$ cat src/rtl/sev_seg_scan.sv
// Multiplexed N-digit seven-segment driver: shadow register, refresh scan with
// ghost-guard blanking, BCD/hex decode, leading-zero suppression, decimal points.
module sev_seg_scan #(
    parameter int unsigned N_DIGITS    = 4,
    parameter int unsigned REFRESH_DIV = 50000,
    parameter int unsigned GUARD_CYC   = 500
) (
    input  logic                    clk,
    input  logic                    rstn,
    input  logic                    load,
    input  logic [4*N_DIGITS-1:0]   data_in,
    input  logic [N_DIGITS-1:0]     dp_in,
    input  logic                    hex_mode,
    input  logic                    lz_suppress,
    input  logic                    blank,
    output logic [6:0]              seg_out,
    output logic                    dp_out,
    output logic [N_DIGITS-1:0]     dig_en,
    output logic                    frame_done
);

    localparam int unsigned CW = (REFRESH_DIV > 1) ? $clog2(REFRESH_DIV) : 1;
    localparam int unsigned IW = (N_DIGITS > 1) ? $clog2(N_DIGITS) : 1;

    logic [CW-1:0]       cnt;
    logic [IW-1:0]       idx;
    logic [3:0]          sh_dig [N_DIGITS];
    logic [N_DIGITS-1:0] sh_dp;

    logic                cnt_last;
    logic                idx_last;
    logic                in_guard;
    logic [N_DIGITS-1:0] supp;
    logic                all_zero;

    logic [6:0]          seg_nxt;
    logic                dp_nxt;
    logic [N_DIGITS-1:0] dig_nxt;

    assign cnt_last = (cnt == CW'(REFRESH_DIV - 1));
    assign idx_last = (idx == IW'(N_DIGITS - 1));

    // Guard window: the first GUARD_CYC cycles of every slot are dark.
    generate
        if (GUARD_CYC == 0) begin : g_noguard
            assign in_guard = 1'b0;
        end else begin : g_guard
            assign in_guard = (cnt < CW'(GUARD_CYC));
        end
    endgenerate

    function automatic logic [6:0] decode(input logic [3:0] code, input logic hx);
        logic [6:0] s;
        case (code)
            4'd0:    s = 7'b1111110;
            4'd1:    s = 7'b0110000;
            4'd2:    s = 7'b1101101;
            4'd3:    s = 7'b1111001;
            4'd4:    s = 7'b0110011;
            4'd5:    s = 7'b1011011;
            4'd6:    s = 7'b1011111;
            4'd7:    s = 7'b1110000;
            4'd8:    s = 7'b1111111;
            4'd9:    s = 7'b1111011;
            4'd10:   s = hx ? 7'b1110111 : 7'b0000001;
            4'd11:   s = hx ? 7'b0011111 : 7'b0000001;
            4'd12:   s = hx ? 7'b1001110 : 7'b0000001;
            4'd13:   s = hx ? 7'b0111101 : 7'b0000001;
            4'd14:   s = hx ? 7'b1001111 : 7'b0000001;
            default: s = hx ? 7'b1000111 : 7'b0000001;
        endcase
        return s;
    endfunction

    // Scan counters and shadow register; loads never perturb the scan.
    always_ff @(posedge clk) begin
        if (!rstn) begin
            cnt   <= '0;
            idx   <= '0;
            sh_dp <= '0;
            for (int i = 0; i < int'(N_DIGITS); i++) begin
                sh_dig[i] <= '0;
            end
        end else begin
            cnt <= cnt_last ? '0 : cnt + CW'(1);
            if (cnt_last) begin
                idx <= idx_last ? '0 : idx + IW'(1);
            end
            if (load) begin
                sh_dp <= dp_in;
                for (int i = 0; i < int'(N_DIGITS); i++) begin
                    sh_dig[i] <= data_in[4*i +: 4];
                end
            end
        end
    end

    // A digit is a leading zero when it and every digit above it are zero.
    always_comb begin
        supp     = '0;
        all_zero = 1'b1;
        for (int i = int'(N_DIGITS) - 1; i >= 0; i--) begin
            all_zero = all_zero & (sh_dig[i] == 4'd0);
            if (i != 0) begin
                supp[i] = all_zero & lz_suppress;
            end
        end
    end

    always_comb begin
        seg_nxt = '0;
        dp_nxt  = 1'b0;
        dig_nxt = '0;
        if (!in_guard && !blank) begin
            dig_nxt[idx] = 1'b1;
            dp_nxt       = sh_dp[idx];
            seg_nxt      = supp[idx] ? 7'b0000000 : decode(sh_dig[idx], hex_mode);
        end
    end

    always_ff @(posedge clk) begin
        if (!rstn) begin
            seg_out    <= '0;
            dp_out     <= 1'b0;
            dig_en     <= '0;
            frame_done <= 1'b0;
        end else begin
            seg_out    <= seg_nxt;
            dp_out     <= dp_nxt;
            dig_en     <= dig_nxt;
            frame_done <= cnt_last & idx_last;
        end
    end

endmodule
$ cat config.mk
export PLATFORM = sky130hd
export DESIGN_NAME = sev_seg_scan
export DESIGN_NICKNAME = d
export VERILOG_FILES = /design/src/rtl/sev_seg_scan.sv
export SDC_FILE = /design/constraint.sdc
export NUM_CORES = 1
export LEC_CHECK = 0
export BUFFER_PORTS_ARGS = -buffer_cell sky130_fd_sc_hd__buf_2
export CAP_MARGIN = 10
export CELL_PAD_IN_SITES_DETAIL_PLACEMENT = 0
export CELL_PAD_IN_SITES_GLOBAL_PLACEMENT = 1
export CORE_MARGIN = 5
export CORE_UTILIZATION = 40
export DETAILED_ROUTE_END_ITERATION = 8
export GPL_TIMING_DRIVEN = 0
export PLACE_DENSITY_LB_ADDON = 0.1
export SLEW_MARGIN = 20
export SYNTH_ARGS = -nofsm -noshare
export SYNTH_HDL_FRONTEND = slang
export SYNTH_SLANG_ARGS = --single-unit
export TNS_END_PERCENT = 100
$ cat constraint.sdc
create_clock -name clk -period 2.5 [get_ports clk]
set_input_delay 0.5 -clock clk [delete_from_list [all_inputs] [get_ports clk]]
set_output_delay 0.5 -clock clk [all_outputs]
set_load 0.02 [all_outputs]
==> results of run 1 <==
per-layer routing:
layer | GRT usage [%] | up-vias
met3 | 3.406 | 11
li1 | - | 897
met4 | 4.324 | 0
met2 | 20.50 | 50
met5 | 0 | -
met1 | 16.77 | 781
kinds of logic after synthesis:
kind of cell    after synthesis  synth area share [%]
xor+xnor                     15                 5.515
mux                          13                 7.616
simple gates                100                 22.43
buf+inv                      15                 3.361
compound gates               25                 7.195
fa+ha+maj                     5                 2.626
flops                        53                 51.26
worst paths after layout:
check | start | endpoint | slack, ns
max | flop | seg_out[5] | 0.42
min | dp_in[2] | sh_dp[2] | 0.45
max reg2reg | flop | seg_out[5] | 0.42
min reg2reg | cnt[0] | cnt[0] | 0.48
flip-flops by register name (all words and copies together), names as in the netlist, named ones only:
name	flops
idx	2
frame_done	1
seg_out	7
sh_dig	16
dig_en	4
sh_dp	4
cnt	16
dp_out	1
worst max-delay path, stage by stage (launching register included):
cell and delay [ns]:
dfxtp_1 0.34, buf_6 0.13, mux4_2 0.50, buf_6 0.16
and2_4 0.13, buf_6 0.12, or2_0 0.23, a221oi_2 0.27
nor3_1 0.07
layout make-up:
type | count | area (sq um)
plain buffers | 10 | 61.31
clock buffers | 6 | 82.58
clock inverters | 2 | 37.54
fillers | 560 | 3068
inverters | 4 | 15.01
multi-input cells | 158 | 1081
flip-flops and latches | 53 | 1221
well taps | 75 | 93.84
repair buffers | 38 | 190.2
report_power, final:
group | leakage, nW | total (mW) | switching [mW] | internal (mW)
Sequential | 0.471 | 0.933 | 0.0172 | 0.916
Combinational | 0.605 | 0.145 | 0.0771 | 0.0675
Clock | 0.0574 | 0.613 | 0.287 | 0.326
Total | 1.13 | 1.69 | 0.381 | 1.31
Yosys cell counts, types with 2 or more instances:
cell type and n:
nor4_1 5, a211oi_1 2, and3_1 19, dfxtp_1 37, ha_1 5, mux2i_1 8
nor2b_1 5, o21ai_0 3, nand2b_1 3, o21ai_1 3, nand4_1 3, edfxtp_1 16
inv_1 4, nor3_1 6, nor2_1 25, nand3_1 8, xor2_1 7, nand2_1 10
xnor2_1 8, or2_1 3, a21oi_1 5, and2_1 5, mux4_2 4, o211ai_1 2
clkbuf_1 7, buf_6 3
==> flow_summary_export.csv, run 1 <==
group,metric,value,unit
setup_path,crit_fanout,10,
drt,wl_met3,238,um
global_route,grt_antenna_before_repair,0,
cts,root_buffer,"clkbuf_8",
timing,hold_viol,0,
global_route,grt_pass1_vias,1694,
worst_hold_path,min_path_type,"in -> reg",
die,die_y,87.18,um
timing,skew,0.008802,ns
synthesis,synthArstFlopShare,0,%
cts,cts_tree,"done",
timing,fin_tns_setup,0,ns
drt,route.detailed.drc,0,
setup_path,start_kind,"flop",
die,ios,39,
synthesis,synth_top_area_share,31.09,%
timing,finalCritPeriodShare,83.12,%
drt,wl,4.508,mm
timing,fin_crit,2.078,ns
setup_path,reg2regPathDepth,8,
worst_hold_path,min_path_cells,3,
setup_path,crit_type,"reg -> reg",
timing,max_freq,0.4812,GHz
synthesis,synth_area_leaders,"dfxtp_1 31%, edfxtp_1 20%, and3_1 5.0%, nor2_1 3.9%, mux4_2 3.8%",
cts,cts_num_sinks,53,
final_layout,layout-drive-gt1-share,21.03,%
drt,vias,1739,
power,vdd_drop_max,0.3102,mV
synthesis,seq_area_frac_synth,51.26,%
synthesis,ys_warn_count,0,
final_layout,most-common-layout-cells,"39 x buf_2, 37 x dfxtp_1, 25 x nor2_1, 19 x and3_1, 16 x edfxtp_1",
setup_path,endpoint_kind,"flop",
synthesis,synth-main-ff-cell,"dfxtp_1",
placement,dp_hpwl,3.398,mm
placement,pre_cts_ws,0.2564,ns
status,status,"finished clean",
final_layout,final_area,2783,sq um
timing,setup_ws,0.4220,ns
synthesis,syn_avg_cell_area,10.54,sq um
timing,slew_viol_final,0,
synthesis,synth_cells,226,
cts,hold_buffers,0,
final_layout,fin_nets,301,
final_layout,final_cells,346,
final_layout,fin_util,47.56,%
final_layout,final_common_cell,"buf_2",
setup_path,arrival,2.25,ns
cts,clk_pin_slew,0.10,ns
drt,drt-met1-wl,2.079,mm
synthesis,synthesis.area,2382,sq um
drt,ant_nets,0,
cts,clk_path_buf_depth,2,
placement,portBuffers,38,
die,core_area,5851,sq um
timing,setup_violations,0,
drt,top_layer_used,"met4",
power,leakagePower,1.134,nW
global_route,grt_pass1_wl,7.762,mm
timing,max_slew.worst_pin.slew,0.7151,ns
setup_path,cp.required,2.67,ns
drt,drt_iter0_markers,104,
drt,wl_per_cell,13.03,um
placement,placed_area,2666,sq um
global_route,grt_max_degree,17,
die,die_width,87.18,um
cts,cts_htree_levels,2,
placement,dp.cells,339,
timing,relSlewSlack,52.33,%
placement,gp_congestion,0.7586,
drt,first_pass_iters,4,
power,power_density,607.5,nW/um^2
synthesis,synth_fp_nets,257,
cts,cts_buffers,5,
final_layout,syn_to_final_growth,16.81,%
synthesis,synth.distinct_cells,46,
synthesis,synth_edf_count,16,
cts,post-cts-setup-buffers,0,
synthesis,ys_ff_latch,53,
timing,fin_hold_ws,0.4499,ns
drt,viasPerCell,5.026,
final_layout,n_antenna_cell,0,
synthesis,yosys.area.top_type,"dfxtp_1",
power,power.total,1.690,mW
cts,ctsResizeCount,0,
timing,rsz0062_at_grt,"false",
run,maxCapViolations,0,
die,fp-row-count,28,
die,start_util,40.72,%
die,dieArea,7599,sq um
cts,clk_latency,0.31,ns
drt,wl_met2,2.086,mm
global_route,grt_usage,12.80,%
global_route,grt-ovfl-total,0,
No activity file was read; power rests on OpenSTA's default activity.
==> inputs of run 2 (changes only) <==
--- a/config.mk
+++ b/config.mk
@@ -5,6 +5,7 @@
 export SDC_FILE = /design/constraint.sdc
 export NUM_CORES = 1
 export LEC_CHECK = 0
+export ABC_AREA = 1
 export BUFFER_PORTS_ARGS = -buffer_cell sky130_fd_sc_hd__buf_2
 export CAP_MARGIN = 10
 export CELL_PAD_IN_SITES_DETAIL_PLACEMENT = 0
==> constraint.sdc (replaced) <==
create_clock -name clk -period 2 [get_ports clk]
set_input_delay 0.4 -clock clk [delete_from_list [all_inputs] [get_ports clk]]
set_output_delay 0.4 -clock clk [all_outputs]
set_load 0.02 [all_outputs]
==> run 2 against run 1 <==
  * Sequential cell count is the same
  * Clock power grew 5.9%
  * Worst setup slack lost 0.10 ns
  * Final cell count grew 41%
  * Power grew 21%
  * Critical path depth grew 2
  * Via count grew 32%
  * Hold slack lost 0.15 ns
  * Synthesized area grew 14%
  * Critical endpoint is now cnt[10]
  * Highest routed layer unchanged
==> flow_summary_export.csv, run 2 <==
group,metric,value,unit
cts,cts_tree,"done",
final_layout,nFillCells,712,
global_route,grt_pass1_wl,9.915,mm
cts,post-cts-setup-buffers,0,
placement,portBuffers,38,
die,die_width,92.48,um
worst_hold_path,hold_path_startpoint,"dp_in[3]",
drt,vias,2304,
synthesis,syn_avg_cell_area,7.497,sq um
die,fp-row-count,30,
global_route,grt_usage,14.12,%
synthesis,synth-main-ff-cell,"dfxtp_1",
synthesis,synth_area_leaders,"dfxtp_1 27%, edfxtp_1 18%, nand2_1 11%, nor2_1 8.1%, inv_1 7.0%",
synthesis,synth_cells,363,
cts,cts_buffers,5,
cts,cts_htree_levels,2,
drt,ant_nets,0,
power,power_frac_seq,57.1,%
die,start_util,40.50,%
setup_path,crit_type,"reg -> reg",
power,swShare,27.26,%
power,power_density,656.8,nW/um^2
synthesis,synth_common_cells,"79 x nand2_1, 59 x nor2_1, 51 x inv_1",
drt,wl_per_cell,11.61,um
cts,clk_pin_slew,0.11,ns
timing,setup_ws,0.3208,ns
drt,drt_iter0_markers,72,
power,combinationalPowerShare,11.0,%
timing,rsz0062_at_grt,"false",
setup_path,start_kind,"flop",
synthesis,synthesis.area,2721,sq um
cts,hold_buffers,0,
setup_path,r2r-start,"cnt[0]",
cts,root_buffer,"clkbuf_8",
power,vdd_drop_max,0.3354,mV
final_layout,fin_nets,439,
setup_path,critPathMostFrequentCell,"nand2_1",
timing,hold_viol,0,
worst_hold_path,min_path_cells,3,
setup_path,endpoint_kind,"flop",
placement,dp_hpwl,4.354,mm
synthesis,ys_warn_count,0,
power,p_sw,556.0,uW
setup_path,cp.required,2.21,ns
synthesis,yosys.area.top_type,"dfxtp_1",
cts,clk_latency,0.31,ns
synthesis,synthArstFlopShare,0,%
drt,wl,5.677,mm
timing,setup_violations,0,
setup_path,max_stage_delay,0.36,ns
setup_path,crit_fanout,10,
cts,cts_num_sinks,53,
drt,route.detailed.drc,0,
synthesis,seq_area_frac_synth,44.87,%
setup_path,worstPathCellList,"ha_1 -> nand2_1 -> inv_1 -> nand2_1 -> nor2_1 -> nand2_1 -> nand2_1 -> buf_4 -> a21oi_1 -> o21a_1",
power,power_frac_clock,31.8,%
power,power.total,2.040,mW
placement,pre_cts_ws,0.3221,ns
cts,clk_path_buf_depth,2,
power,leakagePower,1.500,nW
timing,fin_crit,1.679,ns
synthesis,ys_ff_latch,53,
worst_hold_path,worst_hold_path.endpoint,"sh_dp[3]",
final_layout,final_common_cell,"nand2_1",
setup_path,cp_slowest_cell,"dfxtp_1",
worst_hold_path,min_path_type,"in -> reg",
placement,gp_congestion,0.8554,
final_layout,syn_to_final_growth,14.12,%
synthesis,synth_fp_nets,394,
synthesis,synth_top_area_share,27.22,%
final_layout,most-common-layout-cells,"79 x nand2_1, 59 x nor2_1, 51 x inv_1, 38 x buf_2, 37 x dfxtp_1",
synthesis,synth_edf_count,16,
global_route,grt_max_degree,21,
timing,relSlewSlack,68.26,%
setup_path,arrival,1.89,ns
final_layout,layout-drive-gt1-share,21.52,%
timing,finalCritPeriodShare,83.96,%
timing,fin_tns_setup,0,ns
die,ios,39,
cts,ctsResizeCount,0,
timing,max_slew.worst_pin.slew,0.4761,ns
status,status,"finished clean",
drt,viasPerCell,4.712,
global_route,grt_antenna_before_repair,0,
drt,first_pass_iters,4,
final_layout,n_antenna_cell,0,
synthesis,yosysMostFrequentCell,"nand2_1",
synthesis,synth.distinct_cells,32,
setup_path,r2r_setup_slack,0.32,ns
timing,skew,0.009687,ns
global_route,grt-ovfl-total,0,
die,core_area,6719,sq um
setup_path,reg2regPathDepth,10,
die,dieArea,8553,sq um
die,die_y,92.48,um
timing,max_freq,0.5955,GHz
setup_path,worstReg2RegEnd,"cnt[10]",
timing,slew_viol_final,0,
power,intPower,1.484,mW
run,maxCapViolations,0,
final_layout,reg_top3,"cnt: 16 flops, sh_dig: 16 flops, seg_out: 7 flops",
global_route,grt_pass1_vias,2239,
run 2: changes by cell type after synthesis, moves of 8 or more:
cell and change:
nand3_1 +20, and3_1 -19, mux2i_1 -8, nand2_2 +13, nor2_1 +34, inv_1 +47, nand2_1 +69, o21ai_0 +8
run 2: metal layers:
metal / track usage (%) / routed length, um / up-vias
li1: - / - / 1236
met1: 19.05 / 2851 / 1035
met2: 22.66 / 2581 / 29
met3: 3.087 / 192 / 4
met4: 4.084 / 52 / 0
met5: 0 / 0 / -
run 2: cell families (layout without fill, tap and decap cells):
group	count (synthesis)	in the layout	synth area share, %
and+or+nand+nor	211	211	36.92
xor gates and xnor gates	2	2	0.6438
DFF	53	53	44.87
buffers and inverters	62	108	9.195
AOI/OAI and AO/OA	30	30	6.069
adders and majority gates	5	5	2.299
run 2: per-stage QoR:
stage | utilization [%] | hold slack, ns | instances | area (sq um)
detailed placement | 44.82 | 0.4442 | 481 | 3012
global route | 46.22 | 0.2976 | 489 | 3105
floorplan | - | 0.4178 | 363 | 2721
finish | 46.22 | 0.2971 | 489 | 3105
global placement | 44.82 | 0.4311 | 481 | 3012
CTS | 46.22 | 0.2930 | 489 | 3105
run 2: worst max-delay path by stage:
stage	start	to	slack, ns	depth (start not counted)
6_report	cnt[0]	cnt[10]	0.32	10
3_3_place_gp	cnt[0]	cnt[10]	0.37	10
4_1_cts	cnt[0]	cnt[10]	0.31	10
3_5_place_dp	cnt[0]	cnt[10]	0.32	10
5_1_grt	cnt[0]	cnt[10]	0.11	10
2_1_floorplan	cnt[0]	cnt[10]	0.57	10
run 2: power groups by stage:
stage          sequential, mW  combinational (mW)  clock, mW
2_1_floorplan            1.18               0.163          0
3_3_place_gp             1.19               0.227          0
3_5_place_dp             1.19               0.226          0
4_1_cts                  1.17               0.228      0.673
5_1_grt                  1.17               0.261      0.725
6_report                 1.16               0.225      0.649
run 2: area by class of cell:
| cell class | instances | area [sq um] | share of cell area, % |
|---|---|---|---|
| Inverter | 58 | 220.2 | 7.091 |
| Clock inverter | 3 | 25.02 | 0.8058 |
| Multi-Input combinational cell | 248 | 1250 | 40.25 |
| Buffer | 4 | 30.03 | 0.9670 |
| Clock buffer | 5 | 68.82 | 2.216 |
| Sequential cell | 53 | 1221 | 39.32 |
| Timing Repair Buffer | 38 | 190.2 | 6.124 |
| Tap cell | 80 | 100.1 | 3.223 |
run 2: worst max-delay path, delay by kind of cell, from the launching register on:
kind                       cells  cell delay (ns)
adders and majority gates      1             0.17
AOI/OAI and AO/OA              2             0.17
buffers and inverters          2             0.29
and+or+nand+nor                5             0.58
DFF                            1             0.36
